==> src/rtl/aes_inv_controller_if.sv <==
// Control bundle between the inverse-AES controller and its datapath/host.
interface aes_inv_controller_if;
   logic       load;
   logic       busy;
   logic       done;
   logic [3:0] round;
   logic       key_dir;
   logic       key_en;
   logic       state_en;
   logic       sel_init;
   logic       sel_final;

   // Host/datapath side: issues load, observes status and enables.
   modport master (
      output load,
      input  busy, done, round, key_dir, key_en, state_en, sel_init, sel_final
   );

   // Controller side.
   modport slave (
      input  load,
      output busy, done, round, key_dir, key_en, state_en, sel_init, sel_final
   );
endinterface

==> src/rtl/aes_inv_controller.sv <==
// Inverse-AES sequencing FSM: forward key expansion to the last round key,
// initial AddRoundKey, nine inverse rounds while walking the key schedule
// backwards, then a final round without InvMixColumns. Each key/round step
// is stretched by WAIT_CYCLES to absorb the registered S-box latency.
module aes_inv_controller #(
   parameter int unsigned WAIT_CYCLES = 2
) (
   input  logic                 clk,
   input  logic                 reset,
   aes_inv_controller_if.slave  bus
);

   localparam int unsigned CNT_W = (WAIT_CYCLES > 0) ? $clog2(WAIT_CYCLES + 1) : 1;
   localparam int unsigned RND_W = 4;
   localparam logic [CNT_W-1:0] CNT_LAST  = CNT_W'(WAIT_CYCLES);
   localparam logic [RND_W-1:0] RND_FIRST = RND_W'(1);
   localparam logic [RND_W-1:0] RND_LAST  = RND_W'(10);
   localparam logic [RND_W-1:0] RND_INV0  = RND_W'(9);

   typedef enum logic [2:0] {
      S_IDLE   = 3'd0,
      S_KEYEXP = 3'd1,
      S_INIT   = 3'd2,
      S_ROUND  = 3'd3,
      S_FINAL  = 3'd4,
      S_DONE   = 3'd5
   } state_t;

   state_t           state_q, state_d;
   logic [CNT_W-1:0] cnt_q, cnt_d;
   logic [RND_W-1:0] round_q, round_d;

   logic busy_q, busy_d;
   logic done_q, done_d;
   logic key_dir_q, key_dir_d;
   logic key_en_q, key_en_d;
   logic state_en_q, state_en_d;
   logic sel_init_q, sel_init_d;
   logic sel_final_q, sel_final_d;

   logic step_last;
   logic step_last_d;

   // Next state, step counter and round index; outputs are decoded from the
   // next-state values so they can be registered without adding latency.
   always_comb begin
      state_d     = state_q;
      cnt_d       = cnt_q;
      round_d     = round_q;
      step_last   = (cnt_q == CNT_LAST);

      case (state_q)
         S_IDLE, S_DONE: begin
            if (bus.load) begin
               state_d = S_KEYEXP;
               round_d = RND_FIRST;
               cnt_d   = '0;
            end
         end
         S_KEYEXP: begin
            if (step_last) begin
               cnt_d = '0;
               if (round_q == RND_LAST) state_d = S_INIT;
               else                     round_d = round_q + RND_W'(1);
            end else begin
               cnt_d = cnt_q + CNT_W'(1);
            end
         end
         S_INIT: begin
            state_d = S_ROUND;
            round_d = RND_INV0;
            cnt_d   = '0;
         end
         S_ROUND: begin
            if (step_last) begin
               cnt_d = '0;
               if (round_q == RND_FIRST) begin
                  state_d = S_FINAL;
                  round_d = '0;
               end else begin
                  round_d = round_q - RND_W'(1);
               end
            end else begin
               cnt_d = cnt_q + CNT_W'(1);
            end
         end
         S_FINAL: begin
            if (step_last) begin
               state_d = S_DONE;
               cnt_d   = '0;
            end else begin
               cnt_d = cnt_q + CNT_W'(1);
            end
         end
         default: begin
            state_d = S_IDLE;
            cnt_d   = '0;
            round_d = '0;
         end
      endcase

      step_last_d = (cnt_d == CNT_LAST);
      busy_d      = (state_d == S_KEYEXP) || (state_d == S_INIT) ||
                    (state_d == S_ROUND)  || (state_d == S_FINAL);
      done_d      = (state_d == S_DONE);
      key_dir_d   = (state_d == S_ROUND) || (state_d == S_FINAL);
      key_en_d    = ((state_d == S_KEYEXP) || (state_d == S_ROUND)) && step_last_d;
      state_en_d  = (state_d == S_INIT) ||
                    (((state_d == S_ROUND) || (state_d == S_FINAL)) && step_last_d);
      sel_init_d  = (state_d == S_INIT);
      sel_final_d = (state_d == S_FINAL);
   end

   // State, counters and registered outputs; reset wins over everything.
   always_ff @(posedge clk) begin
      if (reset) begin
         state_q     <= S_IDLE;
         cnt_q       <= '0;
         round_q     <= '0;
         busy_q      <= 1'b0;
         done_q      <= 1'b0;
         key_dir_q   <= 1'b0;
         key_en_q    <= 1'b0;
         state_en_q  <= 1'b0;
         sel_init_q  <= 1'b0;
         sel_final_q <= 1'b0;
      end else begin
         state_q     <= state_d;
         cnt_q       <= cnt_d;
         round_q     <= round_d;
         busy_q      <= busy_d;
         done_q      <= done_d;
         key_dir_q   <= key_dir_d;
         key_en_q    <= key_en_d;
         state_en_q  <= state_en_d;
         sel_init_q  <= sel_init_d;
         sel_final_q <= sel_final_d;
      end
   end

   assign bus.busy      = busy_q;
   assign bus.done      = done_q;
   assign bus.round     = round_q;
   assign bus.key_dir   = key_dir_q;
   assign bus.key_en    = key_en_q;
   assign bus.state_en  = state_en_q;
   assign bus.sel_init  = sel_init_q;
   assign bus.sel_final = sel_final_q;

endmodule

==> src/flat_wrapper.sv <==
// flat-port wrapper written by rule: the top's interface ports become plain ports
module aes_inv_controller_flat 
#(
   parameter int unsigned WAIT_CYCLES = 2
)
  (clk, reset, bus_load, bus_busy, bus_done, bus_round, bus_key_dir, bus_key_en, bus_state_en, bus_sel_init, bus_sel_final);
  aes_inv_controller_if bus_i ();
  input  logic clk;
  input  logic reset;
  input wire logic [$bits(bus_i.load)-1:0] bus_load;
  output wire logic [$bits(bus_i.busy)-1:0] bus_busy;
  output wire logic [$bits(bus_i.done)-1:0] bus_done;
  output wire logic [$bits(bus_i.round)-1:0] bus_round;
  output wire logic [$bits(bus_i.key_dir)-1:0] bus_key_dir;
  output wire logic [$bits(bus_i.key_en)-1:0] bus_key_en;
  output wire logic [$bits(bus_i.state_en)-1:0] bus_state_en;
  output wire logic [$bits(bus_i.sel_init)-1:0] bus_sel_init;
  output wire logic [$bits(bus_i.sel_final)-1:0] bus_sel_final;
  assign bus_i.load = bus_load;
  assign bus_busy = bus_i.busy;
  assign bus_done = bus_i.done;
  assign bus_round = bus_i.round;
  assign bus_key_dir = bus_i.key_dir;
  assign bus_key_en = bus_i.key_en;
  assign bus_state_en = bus_i.state_en;
  assign bus_sel_init = bus_i.sel_init;
  assign bus_sel_final = bus_i.sel_final;
  aes_inv_controller #(.WAIT_CYCLES(WAIT_CYCLES)) u_core (.clk(clk), .reset(reset), .bus(bus_i));
endmodule
==> config.mk <==
export PLATFORM = sky130hd
export DESIGN_NAME = aes_inv_controller_flat
export DESIGN_NICKNAME = d
export VERILOG_FILES = /design/src/rtl/aes_inv_controller_if.sv /design/src/rtl/aes_inv_controller.sv /design/src/flat_wrapper.sv
export SDC_FILE = /design/constraint.sdc
export NUM_CORES = 1
export LEC_CHECK = 0
export ABC_AREA = 1
export BUFFER_PORTS_ARGS = -buffer_cell sky130_fd_sc_hd__buf_4
export CAP_MARGIN = 20
export CORE_MARGIN = 2
export CORE_UTILIZATION = 45
export DETAILED_ROUTE_END_ITERATION = 6
export PLACE_DENSITY = 0.7
export SLEW_MARGIN = 20
export SYNTH_ARGS = -nofsm -noshare
export SYNTH_HDL_FRONTEND = slang
export SYNTH_SLANG_ARGS = --single-unit
==> constraint.sdc <==
create_clock -name clk -period 2 [get_ports clk]
set_clock_uncertainty 0.05 [all_clocks]
set_input_delay 0.1 -clock clk [delete_from_list [all_inputs] [get_ports clk]]
set_output_delay 0.1 -clock clk [all_outputs]
set_load 0.005 [all_outputs]
==> impl_metrics.toml <==
[die]
die_h_um = 50.18
io_pins = 14
die_w_um = 50.18
rows = 16
die_area_mm2 = 0.002518
start_util_pct = 48.42
core_mm2 = 0.001982

[status]
status = "completed"

[sta]
rsz0062_at_grt = "no"
totalNegativeSetupSlack_ns = 0
max_slew_margin_pct = 77.13
period_share_pct = 83.33
finalCriticalPeriod_ns = 1.667
final_hold_viol_count = 0
setup_viol = 0
worstMarginPinSlew_ns = 0.3395
fmax_ghz = 0.6001
slew_viol_final = 0

[setup_path]
worstPathCellList = "inv_1 > ha_1 > nand2_1 > nor2_1 > nand2_1 > nor2_1 > nor2_2 > inv_1 > nand2_1 > inv_1 > nand3_1 > nand2_1"
cpMostUsedCell = "nand2_1"
end_kind = "register"
critPathRequiredTime_ns = 2.14
worstPathMaxFanout = 8
cpMaxStageDelayCell = "dfxtp_1"
critPathKind = "register to register"
slowest_delay_ns = 0.48
startpoint_type = "register"
cp_data_arrival_time_ns = 1.80

[pwr]
power_frac_seq_pct = 50.7
p_leak_nw = 0.5586
power.total_w = 0.0006786
p_int_w = 0.0004876
powerDensity_mw_per_mm2 = 616.3
p_clk_share_pct = 31.5
p_switching_w = 0.0001910
combPwrFrac_pct = 17.8
switching_share_pct = 28.15
max-vdd-ir-drop_v = 0.0004470

[clock_network]
post_cts_resized = 0
postCtsSetupBuffers = 0
h-tree-depth = 1
clk_latency_ns = 0.29
clockRootBuffer = "clkbuf_4"
cts_tree = "built"
clk_pin_slew_ns = 0.09
cts_sinks = 16
clk_path_buf_depth = 2
hold_buffers = 0
cts_made_buffers = 3

[logic_synthesis]
synth_ff_type = "dfxtp_1"
yosys.cell_types.count = 24
syn_area_per_cell_um2 = 6.855
synth-seq-area-share_pct = 33.38
synth_cells = 140
yosys.area.top_type = "dfxtp_1"
async_reset_ff_share_pct = 0
ys_seq_elements = 16
yosysWarnings = 0
synth_edf_count = 0
ys_top_cells_by_area = "dfxtp_1 33%, nand2_1 16%, inv_1 8.2%"
syn_nets = 147
syn_area_um2 = 959.7
yosysTopAreaCellShare_pct = 33.38

[final_layout]
nNetsFinal = 162
drive_above_1_share_pct = 20.13
syn_to_final_growth_pct = 14.73
final_core_util_pct = 55.56
final_common_cell = "nand2_1"
n_antenna_cell = 0
fillCellCount = 184
final_cell_mix = "41 x nand2_1, 21 x inv_1, 16 x dfxtp_1, 13 x buf_4, 12 x nor2_1"

[place]
io_buffers = 13
detailed_place_hpwl_mm = 1.552
gp_congestion = 0.7818

[route]
wl_mm = 1.919
via_count = 893
drtPass1Iterations = 4
ant_nets = 0
drc = 0
wire_per_inst_um = 10.60
drt-initial-drc-count = 24
vias_per_cell = 4.934

[worst_hold_path]
holdCritPathClass = "input pin to register"

[global_route]
grtUsageTotal_pct = 17.03
grt_max_degree = 11
grt_pass1_vias = 791
antenna_found_initial = 0
overflow = 0
grt_pass1_wl_mm = 3.277

[job]
cap_viol_max_count = 0
## sequential cells by signal, indices dropped and copies added (netlist names)
name,count
u_core.bus.round,4
u_core.state_q,3
u_core.cnt_q,2
u_core.bus.busy,1
u_core.bus.done,1
u_core.bus.key_dir,1
u_core.bus.key_en,1
u_core.bus.sel_final,1
u_core.bus.sel_init,1
u_core.bus.state_en,1
## layout make-up
| cell class | count | area, um2 | area share [%] |
|---|---|---|---|
| clock buffers | 4 | 36.28 | 3.295 |
| flip-flops and latches | 16 | 320.3 | 29.09 |
| multi-input cells | 98 | 526.8 | 47.84 |
| well taps | 27 | 33.78 | 3.068 |
| repair buffers | 13 | 97.59 | 8.864 |
| inverters | 23 | 86.33 | 7.841 |
## power groups by stage
stage                     registers [W]  clock network, W  logic [W]
after floorplan                0.000349                 0  0.0000904
after global placement         0.000350                 0   0.000118
after detailed placement       0.000351                 0   0.000121
after CTS                      0.000344          0.000220   0.000121
after global routing           0.000347          0.000239   0.000136
final                          0.000344          0.000214   0.000121
## layer usage
metal,wire [um],vias to the layer above,share of wire (%),global-route usage (%)
li1,-,461,-,-
met1,880,404,46,21.31
met2,928,26,48,29.61
met3,97,2,5.1,3.571
met4,13,0,0.68,4.167
met5,0,-,0,0
## stage by stage
stage / hold slack [ns] / worst slack, ns / instance area, um2 / instances
finish: 0.02037 / 0.3335 / 1101 / 181
CTS: 0.01070 / 0.3355 / 1101 / 181
global placement: 0.3204 / 0.4074 / 1065 / 177
detailed placement: 0.3240 / 0.3562 / 1065 / 177
floorplan: 0.2714 / 0.5224 / 959.7 / 140
global route: 0.009666 / 0.1015 / 1101 / 181
## cell families (layout without fill, tap and decap cells)
logic type               count (synthesis)  in the layout  synth area share [%]
AO/OA/AOI/OAI                           14             14                 8.997
XOR/XNOR                                 3              3                 2.738
adder cells (fa/ha/maj)                  4              4                 5.215
buffers and inverters                   26             40                 11.73
flip-flops                              16             16                 33.38
AND/OR/NAND/NOR                         77             77                 37.94
## cell usage after synthesis (2+ instances only)
cell	instances
o21ai_0	4
nand4_1	2
inv_2	2
nand3_2	4
nand2_1	41
nor2_1	12
dfxtp_1	16
nor2_2	2
inv_1	21
nor2_4	3
ha_1	4
nor3_1	2
xnor2_1	2
nand3_1	10
a21oi_1	6
## final timing paths
path                            cells past startpoint                             start                                to  slack (ns)
worst max-delay path                               12  u_core.bus.round[0]$_SDFFE_PP0P_    u_core.bus.state_en$_SDFF_PP0_        0.33
worst min-delay path                                2                             reset  u_core.bus.round[1]$_SDFFE_PP0P_        0.02
worst max register to register                     12  u_core.bus.round[0]$_SDFFE_PP0P_    u_core.bus.state_en$_SDFF_PP0_        0.33
worst min register to register                      2        u_core.cnt_q[0]$_SDFF_PP0_        u_core.cnt_q[0]$_SDFF_PP0_        0.48
## worst max-delay path, delay by kind of cell, from the launching register on
| kind | cells | cell delay [ns] |
|---|---|---|
| adder cells (fa/ha/maj) | 1 | 0.21 |
| buffers and inverters | 3 | 0.24 |
| flip-flops | 1 | 0.48 |
| AND/OR/NAND/NOR | 8 | 0.58 |
Power figures use the tool's default switching activity.
